==> src/rtl/demux_merge_rr4.sv <==
// Four-to-one round-robin merge with one registered output stage.
// out_sel tags each word with its source channel for a downstream demux.
`timescale 1ns/1ps
module demux_merge_rr4 #(
  parameter int WIDTH = 8,
  parameter int CNT_W = 16
) (
  input  logic               clk,
  input  logic               reset,
  input  logic [3:0]         in_valid,
  input  logic [4*WIDTH-1:0] in_data,
  output logic [3:0]         in_ready,
  output logic               out_valid,
  output logic [WIDTH-1:0]   out_data,
  output logic [1:0]         out_sel,
  input  logic               out_ready,
  output logic [CNT_W-1:0]   xfer_count
);

  logic [3:0][WIDTH-1:0] lane;
  logic [1:0]            last, gsel;
  logic                  found, load, xfer;

  for (genvar gi = 0; gi < 4; gi++) begin : g_lane
    assign lane[gi] = in_data[gi*WIDTH +: WIDTH];
  end

  // Scan starts just after the last winner; the first valid channel wins.
  always_comb begin : p_arb
    logic [1:0] idx;
    idx   = '0;
    found = 1'b0;
    gsel  = last;
    for (int k = 1; k <= 4; k++) begin
      idx = last + 2'(k);
      if (!found && in_valid[idx]) begin
        found = 1'b1;
        gsel  = idx;
      end
    end
  end

  assign load     = !out_valid || out_ready;
  assign xfer     = reset && load && found;
  assign in_ready = xfer ? (4'b0001 << gsel) : 4'b0000;

  always_ff @(posedge clk) begin
    if (!reset) begin
      out_valid  <= 1'b0;
      out_data   <= '0;
      out_sel    <= '0;
      xfer_count <= '0;
      last       <= 2'd3;
    end else begin
      if (out_valid && out_ready && xfer_count != {CNT_W{1'b1}})
        xfer_count <= xfer_count + 1'b1;
      if (load) begin
        if (found) begin
          // only the granted lane is sampled, so X on idle lanes never lands here
          out_data  <= lane[gsel];
          out_sel   <= gsel;
          out_valid <= 1'b1;
          last      <= gsel;
        end else begin
          out_valid <= 1'b0;
        end
      end
    end
  end

endmodule

==> config.mk <==
export PLATFORM = sky130hd
export DESIGN_NAME = demux_merge_rr4
export DESIGN_NICKNAME = d
export VERILOG_FILES = /design/src/rtl/demux_merge_rr4.sv
export SDC_FILE = /design/constraint.sdc
export NUM_CORES = 1
export LEC_CHECK = 0
export ABC_CLOCK_PERIOD_IN_PS = 6800
export BUFFER_PORTS_ARGS = -buffer_cell sky130_fd_sc_hd__clkbuf_2
export CAP_MARGIN = 15
export CORE_ASPECT_RATIO = 1.25
export CORE_MARGIN = 4
export CORE_UTILIZATION = 42
export DETAILED_ROUTE_END_ITERATION = 8
export GPL_TIMING_DRIVEN = 0
export PLACE_DENSITY = 0.7
export SLEW_MARGIN = 20
export SYNTH_ARGS = -nofsm -noshare
export SYNTH_HDL_FRONTEND = slang
export SYNTH_SLANG_ARGS = --single-unit
==> constraint.sdc <==
create_clock -name clk -period 6.8 [get_ports clk]
set_input_delay 2.04 -clock clk [delete_from_list [all_inputs] [get_ports clk]]
set_output_delay 2.04 -clock clk [all_outputs]
set_load 0.01 [all_outputs]
==> results.toml <==
[sta]
finalMaxSlewViolations = 0
slew_headroom = 0.560
setup_violations = 0
finalCritPeriodShare = 0.826
tns_ns = 0
hold_viol = 0
fin_worst_skew_ns = 0.00608
timing.fmax_mhz = 178
rsz0062_at_grt = "false"
worst_slack_ns = 1.19
finalCriticalPeriod_ns = 5.61
tightest_slew_ns = 0.657

[yosys]
synthArstFlopShare = 0
synth_edf_count = 0
yosysWarnings = 0
postSynthAreaPerCell_um2 = 8.62
ys_top_cells_by_area = "dfxtp_1 35%, xnor2_1 5.2%, mux2i_1 4.8%, nor2_1 4.3%, nand4_1 4.1%"
synth_largest_area_cell = "dfxtp_1"
synth_cell_types = 45
synth_ff_type = "dfxtp_1"
ys_seq_area_frac = 0.347
syn-cell-area_mm2 = 0.00167
synth_top_area_frac = 0.347
syn-num-nets = 234
ys_ff_latch = 29
syn_inst = 194

[setup_path]
required_ns = 4.76
cp-start-kind = "input port"
crit_path_end_kind = "output pin"
crit_chain = "clkbuf_2 -> nor4_1 -> nor2b_1 -> buf_2 -> nand2_1 -> or2_2 -> clkbuf_1 -> nor2_1 -> clkbuf_2"
cp_max_fo = 9
critPathBufInv = 4
crit_family = "simple AND/OR/NAND/NOR gates"
slowest_delay_ns = 0.46
critPathKind = "in2out"
cp_common_cell = "clkbuf_2"
cp.arrival_ns = 3.57
slowest_stage = "nor4_1"

[clock_tree]
cts_buffers = 5
worstSkewPairLatency_ns = 0.28
clk_root_buffer_cell = "clkbuf_8"
cts_resized = 0
cts_tree = "yes"
cts.htree.levels = 2
clock_path_buffers = 2
path_clk_slew_ns = 0.06
cts.sinks = 29
hold_buffers = 0
post_cts_buffers = 0

[placement]
port_buffers = 69
pre_cts_slack_ns = 1.17
place.gp.congestion = 0.821
post-dp-hpwl_um = 3420

[floorplan]
start_util = 0.438
core_mm2 = 0.00382
die_x_um = 64.5
die_y_um = 78.6
core.rowCount = 25
die_area_mm2 = 0.00506
io_pins = 70

[global_route]
grt_max_degree = 11
grt_pass1_wl_um = 7580
grt.total_usage = 0.188
grt_use_met2 = 0.332
met3_usage = 0.0644
antenna_found_initial = 0
grt_pass1_vias = 1700
busiest_layer = "met2"
grt_use_met1 = 0.203
overflow = 0

[power]
vdd_ir_drop_max_uv = 108
cellLeakagePower_nw = 0.979
p_per_area_mw_per_mm2 = 204

[cells_and_area]
drive_above_1_share = 0.336
final_nets = 310
antenna_cells = 0
syn_to_final_growth_pct = 30.7

[drt]
antenna_left = 0
vias_per_cell = 5.33
drtPass1Iterations = 4
vias = 1733
drc = 0
drt_wl_total_um = 4340
drt-initial-drc-count = 70
post_drt_wl_per_cell_um = 13.4

[status]
outcome = "finished clean"

[worst_hold_path]
hold_class = "reg2reg"

[run]
max-cap-violations = 0
-- final timing paths --
check / startpoint / to / slack [ns] / cells past startpoint
max: in_valid[1] / in_ready[3] / 1.19 / 9
min: out_data[3] / out_data[3] / 0.47 / 2
max reg2reg: last[0] / out_data[0] / 4.88 / 5
min reg2reg: out_data[3] / out_data[3] / 0.47 / 2
-- metrics by stage --
step	cells	total power, mW	util	hold WS, ns	cell area (µm²)
6_report	325	0.447	0.573	0.470	2190
5_1_grt	325	0.472	0.573	0.512	2190
4_1_cts	325	0.453	0.573	0.477	2190
3_5_place_dp	317	0.293	0.547	0.463	2090
3_3_place_gp	317	0.292	0.547	0.455	2090
2_1_floorplan	194	0.256	-	0.501	1670
-- registers in the layout, indices dropped and copies added (netlist names) --
signal      cells
xfer_count     16
out_data        8
last            2
out_sel         2
out_valid       1
-- metal layers --
layer | vias up | part of all wire
li1 | 873 | -
met4 | 0 | 0.0062
met5 | - | 0
met2 | 71 | 0.50
met3 | 2 | 0.091
met1 | 787 | 0.41
-- final cells by class --
type	instances	area [µm²]
Clock buffer	7	96.3
Clock inverter	1	5.00
Timing Repair Buffer	69	345
Tap cell	54	67.6
Fill cell	386	1630
Sequential cell	29	581
Buffer	12	62.6
Inverter	3	11.3
Multi-Input combinational cell	150	1020
-- synthesized netlist by cell type (all sizes together) (2+ instances only) --
cell,number
a21o,7
a21oi,10
a221o,3
a311oi,2
a31oi,3
and2,2
and4,2
buf,5
clkbuf,7
dfxtp,29
inv,3
mux2,3
mux2i,8
nand2,15
nand2b,4
nand3,7
nand4,11
nor2,19
nor2b,2
nor3,5
nor3b,2
nor4,2
o211ai,5
o21ai,5
o31ai,9
or3,3
xnor2,10
-- cells in the final DEF, fill, tap and decap left out, types with 3 or more instances in the layout --
master,n
nor2_1,19
clkbuf_2,69
mux2i_1,8
o21ai_0,5
nand3_1,7
nand2b_1,3
a21oi_1,8
nor3_1,4
clkbuf_8,7
nand4_1,11
nand2_1,15
o31ai_1,9
a21o_1,7
clkbuf_1,7
a221o_1,3
or3_1,3
a31oi_1,3
inv_1,3
dfxtp_1,29
xnor2_1,10
o211ai_1,5
-- worst min-delay path, delay by kind of cell (launching register included) --
kind / cells / cell delay (ns)
AO/OA/AOI/OAI: 1 / 0.06
flip-flops: 1 / 0.32
AND/OR/NAND/NOR: 1 / 0.05
-- cells by family after synthesis --
kind of cell	after synthesis	synth area share
AO/OA/AOI/OAI	48	0.213
multiplexers	11	0.0726
flip-flops	29	0.347
buffers and inverters	15	0.0441
XOR/XNOR	10	0.0524
AND/OR/NAND/NOR	80	0.263
adder cells (fa/ha/maj)	1	0.00748
-- power by group --
group          internal (mW)  leakage [nW]  total, mW  switching [mW]
clock network         0.0914        0.0542      0.157          0.0660
registers              0.182         0.237      0.189         0.00781
logic                 0.0467         0.688     0.0998          0.0530
Power figures use the tool's default switching activity.
